===== config.mk =====
export PLATFORM = sky130hd
export DESIGN_NAME = demux8_bit_3_buf
export DESIGN_NICKNAME = d
export VERILOG_FILES = /design/src/rtl/demux8_bit_3_buf_pkg.sv /design/src/rtl/demux8_bit_3_buf_slot.sv /design/src/rtl/demux8_bit_3_buf.sv
export SDC_FILE = /design/constraint.sdc
export NUM_CORES = 1
export LEC_CHECK = 0
export ABC_AREA = 1
export BUFFER_PORTS_ARGS = -buffer_cell sky130_fd_sc_hd__buf_2
export CAP_MARGIN = 5
export CORE_MARGIN = 1
export CORE_UTILIZATION = 50
export CTS_CLUSTER_SIZE = 8
export DETAILED_ROUTE_END_ITERATION = 12
export PLACE_DENSITY_LB_ADDON = 0.05
export RECOVER_POWER = 100
export SLEW_MARGIN = 20
export SYNTH_ARGS = -nofsm -noshare
export SYNTH_HDL_FRONTEND = slang
export SYNTH_SLANG_ARGS = --single-unit

===== constraint.sdc =====
create_clock -name clk -period 1.3 [get_ports clk]
set_input_delay 0.13 -clock clk [delete_from_list [all_inputs] [get_ports clk]]
set_output_delay 0.13 -clock clk [all_outputs]
set_load 0.03 [all_outputs]

===== src/rtl/demux8_bit_3_buf_pkg.sv =====
`default_nettype none
// ============================================================================
// Module      : demux8_bit_3_buf_pkg
// Description : Shared select encoding, default widths and the select decode
//               helper for the buffered 1-to-3 byte distributor.
// Revision    : 1.0 - initial release
// ============================================================================
package demux8_bit_3_buf_pkg;

    // Default widths
    localparam int c_WIDTH_DEF = 8;
    localparam int c_CNT_W_DEF = 8;

    // Number of consumer ports and their slot indices
    localparam int c_NUM_PORTS = 3;
    localparam int c_PORT_B    = 0;
    localparam int c_PORT_C    = 1;
    localparam int c_PORT_D    = 2;

    // Select encoding as {s2,s1}. The lsb of c_SEL_D is a don't-care: s2
    // alone picks port d, matching the mux (h = s2 ? d : s1 ? c : b).
    localparam logic [1:0] c_SEL_B = 2'b00;
    localparam logic [1:0] c_SEL_C = 2'b01;
    localparam logic [1:0] c_SEL_D = 2'b10;

    // One-hot target decode, bit order {d, c, b}
    function automatic logic [2:0] sel_decode(input logic s2, input logic s1);
        logic [1:0] sel;
        logic [2:0] onehot;
        sel    = {s2, s1};
        onehot = 3'b000;
        if (sel[1] == c_SEL_D[1]) begin
            onehot[c_PORT_D] = 1'b1;
        end else if (sel == c_SEL_C) begin
            onehot[c_PORT_C] = 1'b1;
        end else begin
            onehot[c_PORT_B] = 1'b1;
        end
        return onehot;
    endfunction

endpackage
`default_nettype wire


===== src/rtl/demux8_bit_3_buf_slot.sv =====
`default_nettype none
// ============================================================================
// Module      : demux_slot
// Description : One-entry holding register with valid/ready output handshake
//               and a completed-transfer counter for one consumer port.
// Revision    : 1.0 - initial release
// ============================================================================
module demux_slot
    import demux8_bit_3_buf_pkg::*;
#(
    parameter int WIDTH = c_WIDTH_DEF,
    parameter int CNT_W = c_CNT_W_DEF
) (
    input  logic             clk,
    input  logic             reset,
    input  logic             i_load,
    input  logic [WIDTH-1:0] i_data,
    input  logic             i_ready,
    input  logic             i_clr_cnt,
    output logic [WIDTH-1:0] o_data,
    output logic             o_valid,
    output logic [CNT_W-1:0] o_count
);

    localparam logic [0:0] c_ST_EMPTY = 1'b0;
    localparam logic [0:0] c_ST_FULL  = 1'b1;

    logic [0:0]       r_state;
    logic [WIDTH-1:0] r_data;
    logic [CNT_W-1:0] r_count;
    logic             w_drain;

    assign w_drain = (r_state == c_ST_FULL) && i_ready;

    // Holding register: a load wins over a same-cycle drain so a port can
    // stream one byte per cycle; data is kept while empty.
    always_ff @(posedge clk) begin
        if (reset) begin
            r_state <= c_ST_EMPTY;
            r_data  <= '0;
        end else if (i_load) begin
            r_state <= c_ST_FULL;
            r_data  <= i_data;
        end else if (w_drain) begin
            r_state <= c_ST_EMPTY;
        end
    end

    // Drain counter: wraps naturally, clear has priority over increment
    always_ff @(posedge clk) begin
        if (reset || i_clr_cnt) begin
            r_count <= '0;
        end else if (w_drain) begin
            r_count <= r_count + {{(CNT_W-1){1'b0}}, 1'b1};
        end
    end

    assign o_data  = r_data;
    assign o_valid = (r_state == c_ST_FULL);
    assign o_count = r_count;

endmodule
`default_nettype wire


===== src/rtl/demux8_bit_3_buf.sv =====
`default_nettype none
// ============================================================================
// Module      : demux8_bit_3_buf
// Description : Buffered 1-to-3 byte distributor. Steers each accepted
//               producer byte to port b, c or d via the {s2,s1} select and
//               holds it in a per-port one-entry register until drained.
// Revision    : 1.0 - initial release
// ============================================================================
module demux8_bit_3_buf
    import demux8_bit_3_buf_pkg::*;
#(
    parameter int WIDTH = c_WIDTH_DEF,
    parameter int CNT_W = c_CNT_W_DEF
) (
    input  logic             clk,
    input  logic             reset,
    input  logic [WIDTH-1:0] in_data,
    input  logic             s1,
    input  logic             s2,
    input  logic             in_valid,
    output logic             in_ready,
    output logic [WIDTH-1:0] b_data,
    output logic [WIDTH-1:0] c_data,
    output logic [WIDTH-1:0] d_data,
    output logic             b_valid,
    output logic             c_valid,
    output logic             d_valid,
    input  logic             b_ready,
    input  logic             c_ready,
    input  logic             d_ready,
    output logic [CNT_W-1:0] b_count,
    output logic [CNT_W-1:0] c_count,
    output logic [CNT_W-1:0] d_count,
    input  logic             clr_cnt
);

    logic [2:0]       w_sel;
    logic [2:0]       w_full;
    logic [2:0]       w_rdy;
    logic [2:0]       w_load;
    logic             w_target_full;
    logic             w_target_ready;
    logic             w_accept;
    logic [WIDTH-1:0] w_data  [c_NUM_PORTS];
    logic [CNT_W-1:0] w_count [c_NUM_PORTS];

    assign w_sel = sel_decode(s2, s1);
    assign w_rdy = {d_ready, c_ready, b_ready};

    // Only the selected port gates the producer; other ports never stall it.
    assign w_target_full  = |(w_sel & w_full);
    assign w_target_ready = |(w_sel & w_rdy);
    assign in_ready       = ~w_target_full | w_target_ready;

    // Reset is handled inside each slot, so a load during reset is ignored.
    assign w_accept = in_valid & in_ready;
    assign w_load   = {3{w_accept}} & w_sel;

    generate
        for (genvar gi = 0; gi < c_NUM_PORTS; gi++) begin : g_slot
            demux_slot #(
                .WIDTH (WIDTH),
                .CNT_W (CNT_W)
            ) u_slot (
                .clk       (clk),
                .reset     (reset),
                .i_load    (w_load[gi]),
                .i_data    (in_data),
                .i_ready   (w_rdy[gi]),
                .i_clr_cnt (clr_cnt),
                .o_data    (w_data[gi]),
                .o_valid   (w_full[gi]),
                .o_count   (w_count[gi])
            );
        end
    endgenerate

    assign b_data  = w_data[c_PORT_B];
    assign c_data  = w_data[c_PORT_C];
    assign d_data  = w_data[c_PORT_D];
    assign b_valid = w_full[c_PORT_B];
    assign c_valid = w_full[c_PORT_C];
    assign d_valid = w_full[c_PORT_D];
    assign b_count = w_count[c_PORT_B];
    assign c_count = w_count[c_PORT_C];
    assign d_count = w_count[c_PORT_D];

endmodule
`default_nettype wire


==> impl_metrics.xml, run 1 <==
<?xml version="1.0" encoding="UTF-8"?>
<metrics>
  <group name="route">
    <metric name="drt-wirelength-per-cell" unit="um">10.3</metric>
    <metric name="dr.pass1.iters" unit="">4</metric>
    <metric name="wirelength" unit="um">5410</metric>
    <metric name="via_count" unit="">2456</metric>
    <metric name="post-route-drc-count" unit="">0</metric>
    <metric name="routed_via_density" unit="">4.70</metric>
    <metric name="drt_first_iter_violations" unit="">70</metric>
    <metric name="final_antenna_net_count" unit="">0</metric>
  </group>
  <group name="floorplan">
    <metric name="floorplan.initialDensity" unit="%">52.4</metric>
    <metric name="full_die_area" unit="um2">5300</metric>
    <metric name="row_count" unit="">25</metric>
    <metric name="die_w" unit="um">72.8</metric>
    <metric name="number_of_top_level_pins" unit="">69</metric>
    <metric name="coreArea" unit="um2">4790</metric>
    <metric name="fp.dieH" unit="um">72.8</metric>
  </group>
  <group name="placement">
    <metric name="placed_cells" unit="">512</metric>
    <metric name="buffer_ports.inserted" unit="">68</metric>
    <metric name="dp_hpwl" unit="um">3980</metric>
    <metric name="gp_congestion" unit="">0.769</metric>
  </group>
  <group name="setup_path">
    <metric name="cp_data_arrival_time" unit="ps">1150</metric>
    <metric name="timing.critical_path.cells" unit="">nand2_2, nand3_2, nand2_4, buf_12, buf_8</metric>
    <metric name="cp_slowest_cell" unit="">sky130_fd_sc_hd__dfxtp_1</metric>
    <metric name="critical_path.reg2reg.endpoint" unit="">g_slot[0].u_slot.o_count[6]</metric>
    <metric name="required" unit="ps">1170</metric>
    <metric name="path_depth" unit="">5</metric>
    <metric name="worst_path_dominant_cell_family" unit="">flip-flops</metric>
    <metric name="critical_path_endpoint_category" unit="">output pin</metric>
    <metric name="worstPathBufferInverterCount" unit="">2</metric>
    <metric name="critical_path_class" unit="">reg2out</metric>
    <metric name="startpoint" unit="">g_slot[0].u_slot.o_valid</metric>
    <metric name="timing.rr.start" unit="">g_slot[0].u_slot.o_count[0]</metric>
    <metric name="critical_path.endpoint" unit="">in_ready</metric>
    <metric name="worstRegToRegCells" unit="">6</metric>
    <metric name="critical_path_peak_fanout" unit="">7</metric>
    <metric name="critical_path.max_stage_delay" unit="ps">390</metric>
    <metric name="r2r_slack" unit="ps">60</metric>
    <metric name="worst_setup_path_start_kind" unit="">register</metric>
  </group>
  <group name="yosys">
    <metric name="syn_avg_cell_area" unit="um2">6.74</metric>
    <metric name="synth_top_family_by_area" unit="">simple AND/OR/NAND/NOR gates</metric>
    <metric name="ys_seq_area_share" unit="%">40.7</metric>
    <metric name="synth_enable_flop_cells" unit="">0</metric>
    <metric name="synth_ff_type" unit="">sky130_fd_sc_hd__dfxtp_1</metric>
    <metric name="post_synth_and_or_nand_nor_area_fraction" unit="%">37.8</metric>
    <metric name="synthesis.area" unit="um2">2510</metric>
    <metric name="ys.warnings.count" unit="">0</metric>
    <metric name="synth_xor_area_share" unit="%">0</metric>
    <metric name="ys_async_sr_fraction" unit="%">0</metric>
    <metric name="adder_cell_share_of_the_synthesized_area" unit="%">1.50</metric>
    <metric name="cell_count_after_synthesis" unit="">372</metric>
    <metric name="synth_mux_area_share" unit="%">0</metric>
    <metric name="synth_fp_nets" unit="">392</metric>
    <metric name="synth.ff_latch_count" unit="">51</metric>
    <metric name="synth_compound_area_share" unit="%">4.49</metric>
    <metric name="synth.lib_cells_used.distinct" unit="">22</metric>
  </group>
  <group name="grt">
    <metric name="grt_max_degree" unit="">28</metric>
    <metric name="grt-ovfl-total" unit="">0</metric>
    <metric name="grtUsageTotal" unit="%">21.4</metric>
    <metric name="antenna_violations_before_repair" unit="">0</metric>
    <metric name="first_global_vias" unit="">2097</metric>
    <metric name="global_route_wire_length_before_repair" unit="um">8830</metric>
  </group>
  <group name="power">
    <metric name="power_density" unit="nW/um2">967</metric>
    <metric name="total_power" unit="mW">3.03</metric>
    <metric name="vdd_ir_drop_max" unit="mV">0.505</metric>
    <metric name="standby_leakage_power" unit="nW">1.44</metric>
  </group>
  <group name="clocking">
    <metric name="maximum_root_to_sink_buffer_count" unit="">2</metric>
    <metric name="tritoncts.num_buffers" unit="">5</metric>
    <metric name="cts.sinks" unit="">51</metric>
    <metric name="ctsRootBufferMaster" unit="">sky130_fd_sc_hd__clkbuf_8</metric>
    <metric name="number_of_hold_buffers_added_after_cts" unit="">0</metric>
    <metric name="clock_tree.htree_level_count" unit="">2</metric>
    <metric name="cts_tree" unit="">yes</metric>
    <metric name="cts.reportedPaths.clkPinSlew" unit="ps">90</metric>
    <metric name="clock_insertion_delay_worst_skew" unit="ps">300</metric>
  </group>
  <group name="cells_and_area">
    <metric name="share_of_cells_above_drive_strength_1" unit="%">19.5</metric>
    <metric name="finish.cell_count_without_fillers" unit="">523</metric>
    <metric name="layout.nets" unit="">475</metric>
    <metric name="mostFrequentLayoutCells" unit="">sky130_fd_sc_hd__nand2_1 (92), sky130_fd_sc_hd__inv_1 (86), sky130_fd_sc_hd__clkbuf_1 (47), sky130_fd_sc_hd__dfxtp_1 (44), sky130_fd_sc_hd__nor2_1 (33)</metric>
    <metric name="antenna_cells_inserted" unit="">0</metric>
    <metric name="final_core_util" unit="%">65.6</metric>
    <metric name="most_common_cell_after_layout_fill_and_taps_aside" unit="">sky130_fd_sc_hd__nand2_1</metric>
    <metric name="syn_to_final_growth" unit="%">25.1</metric>
  </group>
  <group name="sta">
    <metric name="timing.fmax" unit="MHz">781</metric>
    <metric name="period_utilization" unit="%">98.5</metric>
    <metric name="final.min_clock_period" unit="ps">1280</metric>
    <metric name="fin_worst_skew" unit="ps">3.08</metric>
    <metric name="rsz0062_at_grt" unit="">true</metric>
    <metric name="slew-limit-headroom" unit="%">72.5</metric>
    <metric name="worst_pin_slew" unit="ps">414</metric>
    <metric name="final-max-slew-violation-count" unit="">0</metric>
    <metric name="finalHoldViolations" unit="">0</metric>
    <metric name="finalSetupViolations" unit="">0</metric>
  </group>
  <group name="run">
    <metric name="cap_viol_max_count" unit="">0</metric>
  </group>
  <group name="hold_path">
    <metric name="min_path_type" unit="">in2reg</metric>
    <metric name="worstHoldPathCells" unit="">2</metric>
  </group>
  <group name="run_status">
    <metric name="outcome" unit="">complete, no violations</metric>
  </group>
</metrics>
[Yosys cell counts (3+ instances only)]
library cell              instances  area, um2
sky130_fd_sc_hd__nor3_1           7       35.0
sky130_fd_sc_hd__nor2_1          35        131
sky130_fd_sc_hd__a21oi_1         13       65.1
sky130_fd_sc_hd__nand3_1          9       45.0
sky130_fd_sc_hd__nor2_2          20        125
sky130_fd_sc_hd__o21ai_0          8       40.0
sky130_fd_sc_hd__nand2_1         92        345
sky130_fd_sc_hd__buf_2            5       25.0
sky130_fd_sc_hd__nand3_4          3       52.6
sky130_fd_sc_hd__inv_1           87        327
sky130_fd_sc_hd__nand4_1         28        175
sky130_fd_sc_hd__dfxtp_1         51       1020
sky130_fd_sc_hd__ha_1             3       37.5
[worst reg2reg max path, stage by stage (launching register included)]
cell                      delay (ps)
sky130_fd_sc_hd__dfxtp_1         390
sky130_fd_sc_hd__ha_1            200
sky130_fd_sc_hd__nand3_2         110
sky130_fd_sc_hd__nor3_2          230
sky130_fd_sc_hd__nand3_1         100
sky130_fd_sc_hd__nand2_1          70
sky130_fd_sc_hd__nor2_1           30
[state kept, by name, summed over array words and instances, names as in the netlist]
| name | count |
|---|---|
| g_slot.u_slot.o_count | 24 |
| g_slot.u_slot.o_data | 24 |
| g_slot.u_slot.o_valid | 3 |
[worst min path at each step]
| stage | startpoint | end | slack [ps] |
|---|---|---|---|
| finish | reset | g_slot[1].u_slot.o_valid | 50 |
| floorplan | reset | g_slot[0].u_slot.o_valid | 190 |
| detailed placement | reset | g_slot[2].u_slot.o_valid | 370 |
| global placement | reset | g_slot[2].u_slot.o_valid | 360 |
| CTS | reset | g_slot[2].u_slot.o_valid | 40 |
| global route | reset | g_slot[1].u_slot.o_valid | 40 |
[layer usage]
layer  vias to the layer above  track usage, %  share of wire [%]
met2                        50            37.8                 49
met3                         5            4.01                3.7
li1                       1298               -                  -
met5                         -               0                  0
met4                         0            8.50                1.4
met1                      1103            25.6                 46
[layout make-up]
cell class                      count  area (um2)
Tap cell                           67        83.8
Clock inverter                      3        15.0
Sequential cell                    51        1030
Multi-Input combinational cell    223        1130
Fill cell                         483        1650
Timing Repair Buffer               85         479
Clock buffer                        5        68.8
Inverter                           89         334
[cells by family (layout without fill, tap and decap cells)]
kind of cell,count (synthesis),count (layout)
DFF,51,51
adders and majority gates,3,3
and+or+nand+nor,198,198
buffers and inverters,98,182
AOI/OAI and AO/OA,22,22
[stage by stage]
stage | TNS [ps] | area (um2) | worst slack (ps) | hold slack (ps)
4_1_cts | 0 | 3150 | 0.900 | 38.7
2_1_floorplan | 0 | 2520 | 7.80 | 192
3_5_place_dp | 0 | 3060 | 33.5 | 366
5_1_grt | -471 | 3140 | -57.4 | 38.5
3_3_place_gp | 0 | 3060 | 79.6 | 361
6_report | 0 | 3140 | 19.3 | 48.4
[power breakdown]
part / switching, mW / leakage [nW] / internal, mW
Sequential: 0.0270 / 0.418 / 1.61
Clock: 0.510 / 0.0477 / 0.370
Combinational: 0.345 / 0.977 / 0.171
Total: 0.881 / 1.44 / 2.15
[what timing repair did]
item | in CTS | in global routing
setup endpoints to repair | 1 | 21
gates resized for setup | 2 | 11
pin swaps | 2 | 3
endpoints found under the hold margin | 0 | 0
setup buffers | 1 | 2
(Power assumes the default switching activity.)
==> run 2, diff against run 1 <==
--- a/config.mk
+++ b/config.mk
@@ -6,6 +6,7 @@
 export NUM_CORES = 1
 export LEC_CHECK = 0
 export ABC_AREA = 1
+export ABC_CLOCK_PERIOD_IN_PS = 1300
 export BUFFER_PORTS_ARGS = -buffer_cell sky130_fd_sc_hd__buf_2
 export CAP_MARGIN = 5
 export CORE_MARGIN = 1
@@ -17,4 +18,5 @@
 export SLEW_MARGIN = 20
 export SYNTH_ARGS = -nofsm -noshare
 export SYNTH_HDL_FRONTEND = slang
+export SYNTH_HIERARCHICAL = 1
 export SYNTH_SLANG_ARGS = --single-unit
==> constraint.sdc (replaced) <==
create_clock -name clk -period 1.3 [get_ports clk]
set_input_delay 0.065 -clock clk [delete_from_list [all_inputs] [get_ports clk]]
set_output_delay 0.065 -clock clk [all_outputs]
set_load 0.03 [all_outputs]
==> run 2 against run 1 <==
Largest cell class unchanged. Setup slack gained 34 ps. Total power grew 0.64%. Highest routed layer unchanged. Clock skew grew 6.0 ps. Wire length shrank 5.7%. Utilization grew 0.36 points.
==> impl_metrics.xml, run 2 <==
<?xml version="1.0" encoding="UTF-8"?>
<metrics>
  <group name="route">
    <metric name="final_antenna_net_count" unit="">0</metric>
    <metric name="via_count" unit="">2169</metric>
    <metric name="post-route-drc-count" unit="">0</metric>
    <metric name="wirelength" unit="um">5100</metric>
    <metric name="drt-wirelength-per-cell" unit="um">11.7</metric>
    <metric name="routed_via_density" unit="">4.99</metric>
    <metric name="drt_first_iter_violations" unit="">87</metric>
    <metric name="dr.pass1.iters" unit="">4</metric>
  </group>
  <group name="yosys">
    <metric name="cell_count_after_synthesis" unit="">301</metric>
    <metric name="ys_async_sr_fraction" unit="%">0</metric>
    <metric name="synth.ff_latch_count" unit="">51</metric>
    <metric name="synth.most_common_cell" unit="">sky130_fd_sc_hd__nand2_1</metric>
    <metric name="synth_fp_nets" unit="">321</metric>
    <metric name="synth_common_cells" unit="">sky130_fd_sc_hd__nand2_1 (88), sky130_fd_sc_hd__dfxtp_1 (51), sky130_fd_sc_hd__a21oi_1 (39)</metric>
    <metric name="synth_ff_type" unit="">sky130_fd_sc_hd__dfxtp_1</metric>
    <metric name="synth_enable_flop_cells" unit="">0</metric>
    <metric name="post-synth-top-area-cell" unit="">sky130_fd_sc_hd__dfxtp_1</metric>
    <metric name="synth.lib_cells_used.distinct" unit="">23</metric>
    <metric name="synthesis.area" unit="um2">2300</metric>
    <metric name="post-synth-top-area-fraction" unit="%">44.4</metric>
    <metric name="ys_seq_area_share" unit="%">44.4</metric>
    <metric name="syn_avg_cell_area" unit="um2">7.64</metric>
    <metric name="netlist_top_cells_area" unit="">sky130_fd_sc_hd__dfxtp_1 (44%), sky130_fd_sc_hd__nand2_1 (14%), sky130_fd_sc_hd__a21oi_1 (8.5%)</metric>
    <metric name="ys.warnings.count" unit="">6</metric>
  </group>
  <group name="clocking">
    <metric name="number_of_hold_buffers_added_after_cts" unit="">0</metric>
    <metric name="cts.reportedPaths.clkPinSlew" unit="ps">100</metric>
    <metric name="tritoncts.num_buffers" unit="">5</metric>
    <metric name="ctsRootBufferMaster" unit="">sky130_fd_sc_hd__clkbuf_8</metric>
    <metric name="cts_tree" unit="">yes</metric>
    <metric name="clock_tree.htree_level_count" unit="">2</metric>
    <metric name="cts.sinks" unit="">51</metric>
    <metric name="maximum_root_to_sink_buffer_count" unit="">2</metric>
    <metric name="clock_insertion_delay_worst_skew" unit="ps">300</metric>
  </group>
  <group name="setup_path">
    <metric name="critical_path_class" unit="">reg2reg</metric>
    <metric name="timing.critical_path.cells" unit="">nand3_2, nand3_2, nand2_4, nand2_4, nor2_4, buf_6, inv_6, nand2_1, a21oi_1</metric>
    <metric name="critical_path_endpoint_category" unit="">register</metric>
    <metric name="critical_path_peak_fanout" unit="">9</metric>
    <metric name="cp_slowest_cell" unit="">sky130_fd_sc_hd__dfxtp_4</metric>
    <metric name="worst_path_dominant_cell_family" unit="">simple AND/OR/NAND/NOR gates</metric>
    <metric name="cp_data_arrival_time" unit="ps">1430</metric>
    <metric name="worstPathBufferInverterCount" unit="">2</metric>
    <metric name="critical_path.max_stage_delay" unit="ps">360</metric>
    <metric name="required" unit="ps">1480</metric>
    <metric name="worst_setup_path_start_kind" unit="">register</metric>
  </group>
  <group name="power">
    <metric name="internal_power_of_the_cells" unit="mW">2.26</metric>
    <metric name="standby_leakage_power" unit="nW">1.20</metric>
    <metric name="p_comb_share" unit="%">11.7</metric>
    <metric name="power.net_switching" unit="uW">794</metric>
    <metric name="vdd_ir_drop_max" unit="mV">0.708</metric>
    <metric name="power.switching_fraction" unit="%">26.0</metric>
    <metric name="power.share.sequential" unit="%">52.9</metric>
    <metric name="clock_power_share" unit="%">35.4</metric>
    <metric name="power_density" unit="nW/um2">1060</metric>
  </group>
  <group name="sta">
    <metric name="period_utilization" unit="%">95.9</metric>
    <metric name="final-max-slew-violation-count" unit="">0</metric>
    <metric name="final.min_clock_period" unit="ps">1250</metric>
    <metric name="finalSetupViolations" unit="">0</metric>
    <metric name="fin_worst_skew" unit="ps">9.05</metric>
    <metric name="slew-limit-headroom" unit="%">74.0</metric>
    <metric name="worst_pin_slew" unit="ps">389</metric>
    <metric name="finalHoldViolations" unit="">0</metric>
    <metric name="timing.fmax" unit="MHz">802</metric>
  </group>
  <group name="grt">
    <metric name="first_global_vias" unit="">2003</metric>
    <metric name="grtUsageTotal" unit="%">21.3</metric>
    <metric name="antenna_violations_before_repair" unit="">0</metric>
    <metric name="grt_max_degree" unit="">18</metric>
    <metric name="grt-ovfl-total" unit="">0</metric>
    <metric name="global_route_wire_length_before_repair" unit="um">8520</metric>
  </group>
  <group name="floorplan">
    <metric name="floorplan.initialDensity" unit="%">52.4</metric>
    <metric name="number_of_top_level_pins" unit="">69</metric>
    <metric name="coreArea" unit="um2">4380</metric>
    <metric name="full_die_area" unit="um2">4870</metric>
    <metric name="die_w" unit="um">69.8</metric>
    <metric name="row_count" unit="">24</metric>
    <metric name="fp.dieH" unit="um">69.8</metric>
  </group>
  <group name="run_status">
    <metric name="outcome" unit="">complete, no violations</metric>
  </group>
  <group name="cells_and_area">
    <metric name="post-route-cell-area" unit="um2">2890</metric>
    <metric name="finish.cell_count_without_fillers" unit="">435</metric>
    <metric name="final.fill_count" unit="">408</metric>
    <metric name="sequential_cell_area" unit="um2">1040</metric>
    <metric name="most_common_cell_after_layout_fill_and_taps_aside" unit="">sky130_fd_sc_hd__nand2_1</metric>
    <metric name="share_of_cells_above_drive_strength_1" unit="%">22.7</metric>
    <metric name="layout.nets" unit="">402</metric>
    <metric name="combined_area_of_the_multi_input_logic_cells" unit="um2">1150</metric>
    <metric name="mostFrequentLayoutCells" unit="">sky130_fd_sc_hd__nand2_1 (85), sky130_fd_sc_hd__clkbuf_1 (51), sky130_fd_sc_hd__dfxtp_1 (44), sky130_fd_sc_hd__nor2_1 (37), sky130_fd_sc_hd__a21oi_1 (36)</metric>
    <metric name="antenna_cells_inserted" unit="">0</metric>
    <metric name="syn_to_final_growth" unit="%">25.8</metric>
  </group>
  <group name="placement">
    <metric name="dp_hpwl" unit="um">3610</metric>
    <metric name="post_dp_cell_area" unit="um2">2750</metric>
    <metric name="gp_congestion" unit="">0.777</metric>
    <metric name="placed_cells" unit="">424</metric>
    <metric name="buffer_ports.inserted" unit="">68</metric>
  </group>
  <group name="run">
    <metric name="cap_viol_max_count" unit="">0</metric>
  </group>
  <group name="hold_path">
    <metric name="min_path_type" unit="">in2reg</metric>
  </group>
</metrics>
## run 2: cell count changes after synthesis, sizes merged, moves of 4 or more
| cell | delta |
|---|---|
| a21oi | +26 |
| inv | -64 |
| nor2 | -9 |
| nor3 | -4 |
| o21ai | -5 |
| nand4 | -25 |
## run 2: kinds of logic after synthesis
| kind of cell | Yosys count | synth area share [%] |
|---|---|---|
| adder cells (fa/ha/maj) | 3 | 1.63 |
| flip-flops | 51 | 44.4 |
| buffers and inverters | 33 | 8.33 |
| AND/OR/NAND/NOR | 166 | 34.3 |
| XOR/XNOR | 3 | 1.14 |
| AO/OA/AOI/OAI | 45 | 10.1 |
## run 2: worst register-to-register path, cell delays in order, from the launching register on
cell and delay [ps]:
sky130_fd_sc_hd__dfxtp_4 360, sky130_fd_sc_hd__nand3_2 70, sky130_fd_sc_hd__nand3_2 90, sky130_fd_sc_hd__nand2_4 80, sky130_fd_sc_hd__nand2_4 80, sky130_fd_sc_hd__nor2_4 130, sky130_fd_sc_hd__buf_6 140, sky130_fd_sc_hd__inv_6 60
sky130_fd_sc_hd__nand2_1 60, sky130_fd_sc_hd__a21oi_1 50
## run 2: power by group through the flow
stage | sequential (mW) | clock [mW] | combinational (mW)
after floorplan | 1.72 | 0 | 0.149
after global placement | 1.65 | 0 | 0.337
after detailed placement | 1.65 | 0 | 0.340
after CTS | 1.61 | 1.12 | 0.341
after global routing | 1.62 | 1.17 | 0.392
final | 1.61 | 1.08 | 0.358
## run 2: timing repair
| item | in CTS | in global routing |
|---|---|---|
| resized for setup | 0 | 23 |
| endpoints found under the setup margin | 0 | 27 |
| buffers inserted | 0 | 0 |
## run 2: metal layers
layer | share of wire (%) | vias to the layer above | wire length [um] | global-route usage (%)
met5 | 0 | - | 0 | 0
met4 | 0.75 | 0 | 38 | 5.78
li1 | - | 1126 | - | -
met3 | 6.4 | 4 | 326 | 6.10
met2 | 46 | 65 | 2360 | 35.6
met1 | 47 | 974 | 2370 | 26.9
## run 2: cell type report
type / count / area share [%]
Tap cell: 52 / 2.25
Sequential cell: 51 / 35.9
Timing Repair Buffer: 80 / 12.8
Clock buffer: 7 / 3.72
Inverter: 27 / 5.37
Multi-Input combinational cell: 217 / 39.7
Clock inverter: 1 / 0.303
## run 2: stage by stage
step	setup TNS (ps)	power, mW	hold WS (ps)	utilization (%)	setup WS (ps)
final	0	3.05	26.9	66.0	52.9
after detailed placement	0	1.99	345	62.8	36.9
after global routing	-220	3.18	27.2	66.0	-33.7
after CTS	0	3.08	13.0	65.5	23.9
after global placement	0	1.99	349	62.8	52.2
after floorplan	0	1.87	204	-	0.161
## run 2: path summary, 6_finish.rpt
| check | startpoint | to | slack, ps | cells past startpoint |
|---|---|---|---|---|
| worst max register to register | g_slot[0].u_slot/o_valid | g_slot[2].u_slot/o_data[4] | 50 | 9 |
| worst min-delay path | in_data[3] | g_slot[0].u_slot/o_data[3] | 30 | 3 |
| worst max-delay path | g_slot[0].u_slot/o_valid | g_slot[2].u_slot/o_data[4] | 50 | 9 |
| worst min register to register | g_slot[1].u_slot/o_data[2] | g_slot[1].u_slot/o_data[2] | 460 | 2 |
==> run 3, diff against run 2 <==
--- a/config.mk
+++ b/config.mk
@@ -5,12 +5,11 @@
 export SDC_FILE = /design/constraint.sdc
 export NUM_CORES = 1
 export LEC_CHECK = 0
-export ABC_AREA = 1
 export ABC_CLOCK_PERIOD_IN_PS = 1300
 export BUFFER_PORTS_ARGS = -buffer_cell sky130_fd_sc_hd__buf_2
 export CAP_MARGIN = 5
 export CORE_MARGIN = 1
-export CORE_UTILIZATION = 50
+export CORE_UTILIZATION = 49
 export CTS_CLUSTER_SIZE = 8
 export DETAILED_ROUTE_END_ITERATION = 12
 export PLACE_DENSITY_LB_ADDON = 0.05
@@ -20,3 +19,4 @@
 export SYNTH_HDL_FRONTEND = slang
 export SYNTH_HIERARCHICAL = 1
 export SYNTH_SLANG_ARGS = --single-unit
+export TNS_END_PERCENT = 20
==> run 3 against run 2 <==
The run now ends with setup timing left. Cell count decreased by 17%. Total power decreased by 6.3%. First-iteration DRC count decreased by 16%. Synthesized cell count decreased by 24%. Critical path depth decreased by 5. Clock skew decreased by 1.8 ps. Worst hold slack got worse by 2.8 ps. Sequential share of layout area increased by 2.6 points. Cell area decreased by 7.1%.
==> impl_metrics.xml, run 3 <==
<?xml version="1.0" encoding="UTF-8"?>
<metrics>
  <group name="setup_path">
    <metric name="cp_slowest_cell" unit="">sky130_fd_sc_hd__or4_1</metric>
    <metric name="critical_path_endpoint_category" unit="">register</metric>
    <metric name="critical_path_class" unit="">reg2reg</metric>
    <metric name="critical_path.max_stage_delay" unit="ps">470</metric>
    <metric name="r2r_slack" unit="ps">-20</metric>
    <metric name="cp_data_arrival_time" unit="ps">1560</metric>
    <metric name="critical_path_peak_fanout" unit="">6</metric>
    <metric name="required" unit="ps">1540</metric>
    <metric name="timing.critical_path.cells" unit="">buf_4, nand2_2, or4_1, a21oi_1</metric>
    <metric name="worst_setup_path_start_kind" unit="">register</metric>
  </group>
  <group name="power">
    <metric name="power.net_switching" unit="uW">732</metric>
    <metric name="clock_power_share" unit="%">33.2</metric>
    <metric name="vdd_ir_drop_max" unit="mV">0.954</metric>
    <metric name="internal_power_of_the_cells" unit="mW">2.13</metric>
    <metric name="p_comb_share" unit="%">10.5</metric>
    <metric name="power.share.sequential" unit="%">56.3</metric>
    <metric name="power.switching_fraction" unit="%">25.6</metric>
    <metric name="power_density" unit="nW/um2">1070</metric>
    <metric name="standby_leakage_power" unit="nW">0.963</metric>
  </group>
  <group name="floorplan">
    <metric name="die_w" unit="um">67.2</metric>
    <metric name="fp.dieH" unit="um">67.2</metric>
    <metric name="floorplan.initialDensity" unit="%">51.4</metric>
    <metric name="number_of_top_level_pins" unit="">69</metric>
    <metric name="coreArea" unit="um2">4060</metric>
    <metric name="full_die_area" unit="um2">4520</metric>
    <metric name="row_count" unit="">23</metric>
  </group>
  <group name="run_status">
    <metric name="failed_checks" unit="">setup timing</metric>
    <metric name="outcome" unit="">finished, violations left</metric>
  </group>
  <group name="yosys">
    <metric name="ys_seq_area_share" unit="%">49.0</metric>
    <metric name="adder_cell_share_of_the_synthesized_area" unit="%">1.80</metric>
    <metric name="post_synth_and_or_nand_nor_area_fraction" unit="%">21.8</metric>
    <metric name="ys.warnings.count" unit="">6</metric>
    <metric name="synth_enable_flop_cells" unit="">0</metric>
    <metric name="synth_top_family_by_area" unit="">simple AND/OR/NAND/NOR gates</metric>
    <metric name="synth_ff_type" unit="">sky130_fd_sc_hd__dfxtp_1</metric>
    <metric name="synth.lib_cells_used.distinct" unit="">25</metric>
    <metric name="netlist_top_cells_area" unit="">sky130_fd_sc_hd__dfxtp_1 (49%), sky130_fd_sc_hd__mux2i_1 (12%), sky130_fd_sc_hd__nor2_1 (6.1%)</metric>
    <metric name="synth_compound_area_share" unit="%">10.2</metric>
    <metric name="post-synth-top-area-fraction" unit="%">49.0</metric>
    <metric name="cell_count_after_synthesis" unit="">228</metric>
    <metric name="synth.most_common_cell" unit="">sky130_fd_sc_hd__dfxtp_1</metric>
    <metric name="synth_mux_area_share" unit="%">11.5</metric>
    <metric name="ys_async_sr_fraction" unit="%">0</metric>
    <metric name="syn_avg_cell_area" unit="um2">9.15</metric>
    <metric name="synth_xor_area_share" unit="%">2.52</metric>
    <metric name="post-synth-top-area-cell" unit="">sky130_fd_sc_hd__dfxtp_1</metric>
    <metric name="synth_fp_nets" unit="">248</metric>
    <metric name="synth.ff_latch_count" unit="">51</metric>
    <metric name="synthesis.area" unit="um2">2090</metric>
    <metric name="synth_common_cells" unit="">sky130_fd_sc_hd__dfxtp_1 (51), sky130_fd_sc_hd__nor2_1 (34), sky130_fd_sc_hd__mux2i_1 (24)</metric>
  </group>
  <group name="clocking">
    <metric name="maximum_root_to_sink_buffer_count" unit="">2</metric>
    <metric name="clock_tree.htree_level_count" unit="">2</metric>
    <metric name="cts.reportedPaths.clkPinSlew" unit="ps">90</metric>
    <metric name="cts_tree" unit="">yes</metric>
    <metric name="cts.sinks" unit="">51</metric>
    <metric name="tritoncts.num_buffers" unit="">5</metric>
    <metric name="number_of_hold_buffers_added_after_cts" unit="">0</metric>
    <metric name="ctsRootBufferMaster" unit="">sky130_fd_sc_hd__clkbuf_8</metric>
    <metric name="clock_insertion_delay_worst_skew" unit="ps">310</metric>
  </group>
  <group name="cells_and_area">
    <metric name="syn_to_final_growth" unit="%">28.9</metric>
    <metric name="most_common_cell_after_layout_fill_and_taps_aside" unit="">sky130_fd_sc_hd__clkbuf_1</metric>
    <metric name="finish.cell_count_without_fillers" unit="">362</metric>
    <metric name="layout.nets" unit="">331</metric>
    <metric name="antenna_cells_inserted" unit="">0</metric>
    <metric name="mostFrequentLayoutCells" unit="">sky130_fd_sc_hd__clkbuf_1 (52), sky130_fd_sc_hd__dfxtp_1 (46), sky130_fd_sc_hd__nor2_1 (34), sky130_fd_sc_hd__mux2i_1 (24), sky130_fd_sc_hd__a21oi_1 (22)</metric>
    <metric name="share_of_cells_above_drive_strength_1" unit="%">20.2</metric>
  </group>
  <group name="route">
    <metric name="wirelength" unit="um">4640</metric>
    <metric name="routed_via_density" unit="">5.13</metric>
    <metric name="dr.pass1.iters" unit="">4</metric>
    <metric name="via_count" unit="">1857</metric>
    <metric name="drt_first_iter_violations" unit="">73</metric>
    <metric name="post-route-drc-count" unit="">0</metric>
    <metric name="final_antenna_net_count" unit="">0</metric>
    <metric name="drt-wirelength-per-cell" unit="um">12.8</metric>
  </group>
  <group name="run">
    <metric name="cap_viol_max_count" unit="">0</metric>
  </group>
  <group name="sta">
    <metric name="slew-limit-headroom" unit="%">73.8</metric>
    <metric name="finalWorstSetupSlack" unit="ps">-17.0</metric>
    <metric name="fin_worst_skew" unit="ps">7.21</metric>
    <metric name="period_utilization" unit="%">101</metric>
    <metric name="worst_pin_slew" unit="ps">394</metric>
    <metric name="setup_total_negative_slack" unit="ps">-66.3</metric>
    <metric name="finalSetupViolations" unit="">9</metric>
    <metric name="final-max-slew-violation-count" unit="">0</metric>
    <metric name="final.min_clock_period" unit="ps">1320</metric>
    <metric name="finalHoldViolations" unit="">0</metric>
    <metric name="rsz0062_at_grt" unit="">true</metric>
    <metric name="timing.fmax" unit="MHz">759</metric>
  </group>
  <group name="grt">
    <metric name="grt_max_degree" unit="">20</metric>
    <metric name="grt-ovfl-total" unit="">0</metric>
    <metric name="global_route_wire_length_before_repair" unit="um">7230</metric>
    <metric name="antenna_violations_before_repair" unit="">0</metric>
    <metric name="grtUsageTotal" unit="%">21.5</metric>
    <metric name="first_global_vias" unit="">1621</metric>
  </group>
  <group name="placement">
    <metric name="buffer_ports.inserted" unit="">68</metric>
    <metric name="placed_cells" unit="">352</metric>
    <metric name="dp_hpwl" unit="um">3230</metric>
    <metric name="gp_congestion" unit="">0.711</metric>
  </group>
  <group name="hold_path">
    <metric name="min_path_type" unit="">in2reg</metric>
  </group>
</metrics>
==> run 3: changes by cell type in the layout (fill, tap and decap cells not counted), moves of 9 or more <==
cell	previous run	this run
sky130_fd_sc_hd__o21ai_0	0	9
sky130_fd_sc_hd__a21oi_1	36	22
sky130_fd_sc_hd__nand2_1	85	12
sky130_fd_sc_hd__mux2i_1	0	24
sky130_fd_sc_hd__inv_2	9	0
==> run 3: timing repair <==
action | 4_1_cts | 5_1_grt
hold endpoints to repair | 0 | 0
gates resized for setup | 8 | 14
buffers inserted | 0 | 1
pin swaps | 1 | 4
gates cloned | 1 | 0
setup endpoints to repair | 9 | 22
==> run 3: kinds of logic after synthesis <==
logic type,after synthesis
flops,51
fa+ha+maj,3
compound gates,39
buf+inv,17
simple gates,88
mux,24
xor+xnor,6
==> run 3: final timing paths <==
path,to,cells after the start,from
hold / removal,g_slot[1].u_slot/o_data[3],3,in_data[3]
hold reg to reg,g_slot[0].u_slot/o_count[7],2,g_slot[0].u_slot/o_count[7]
setup / recovery,g_slot[1].u_slot/o_count[7],4,g_slot[1].u_slot/o_count[1]
setup reg to reg,g_slot[1].u_slot/o_count[7],4,g_slot[1].u_slot/o_count[1]
==> run 3: power groups by stage <==
stage | clock, mW | sequential [mW] | combinational (mW)
after floorplan | 0 | 1.72 | 0.112
after global placement | 0 | 1.65 | 0.299
after detailed placement | 0 | 1.65 | 0.304
after CTS | 0.972 | 1.61 | 0.315
after global routing | 1.03 | 1.62 | 0.327
final | 0.950 | 1.61 | 0.301
==> run 3: final cells by class <==
type                            instances  area (um2)
Tap cell                               50        62.6
Inverter                                8        30.0
Fill cell                             370        1370
Timing Repair Buffer                   85         402
Multi-Input combinational cell        160        1060
Clock buffer                            7        86.3
Sequential cell                        51        1030
Clock inverter                          1        8.76
==> run 3: layer usage <==
metal / global-route usage, % / share of wire [%] / wire length (um)
met4: 10.4 / 1.7 / 80
met3: 4.05 / 3.7 / 170
met5: 0 / 0 / 0
met1: 24.8 / 45 / 2080
met2: 37.9 / 50 / 2310
==> run 3: metrics by stage <==
| stage | hold slack (ps) | utilization (%) | power [mW] | instance area (um2) | setup WS (ps) |
|---|---|---|---|---|---|
| 4_1_cts | 15.3 | 67.0 | 2.90 | 2720 | -32.1 |
| 2_1_floorplan | 212 | - | 1.83 | 2110 | -178 |
| 3_3_place_gp | 335 | 63.7 | 1.95 | 2590 | 14.8 |
| 3_5_place_dp | 344 | 63.7 | 1.95 | 2590 | -40.1 |
| 6_report | 24.1 | 66.2 | 2.86 | 2690 | -17.0 |
| 5_1_grt | 23.5 | 66.2 | 2.98 | 2690 | -109 |
==> run 3: critical path: cells and delay by family, from the launching register on <==
family / cells / cell delay (ps)
buffers and inverters: 1 / 150
DFF: 1 / 420
AOI/OAI and AO/OA: 1 / 140
and+or+nand+nor: 2 / 550
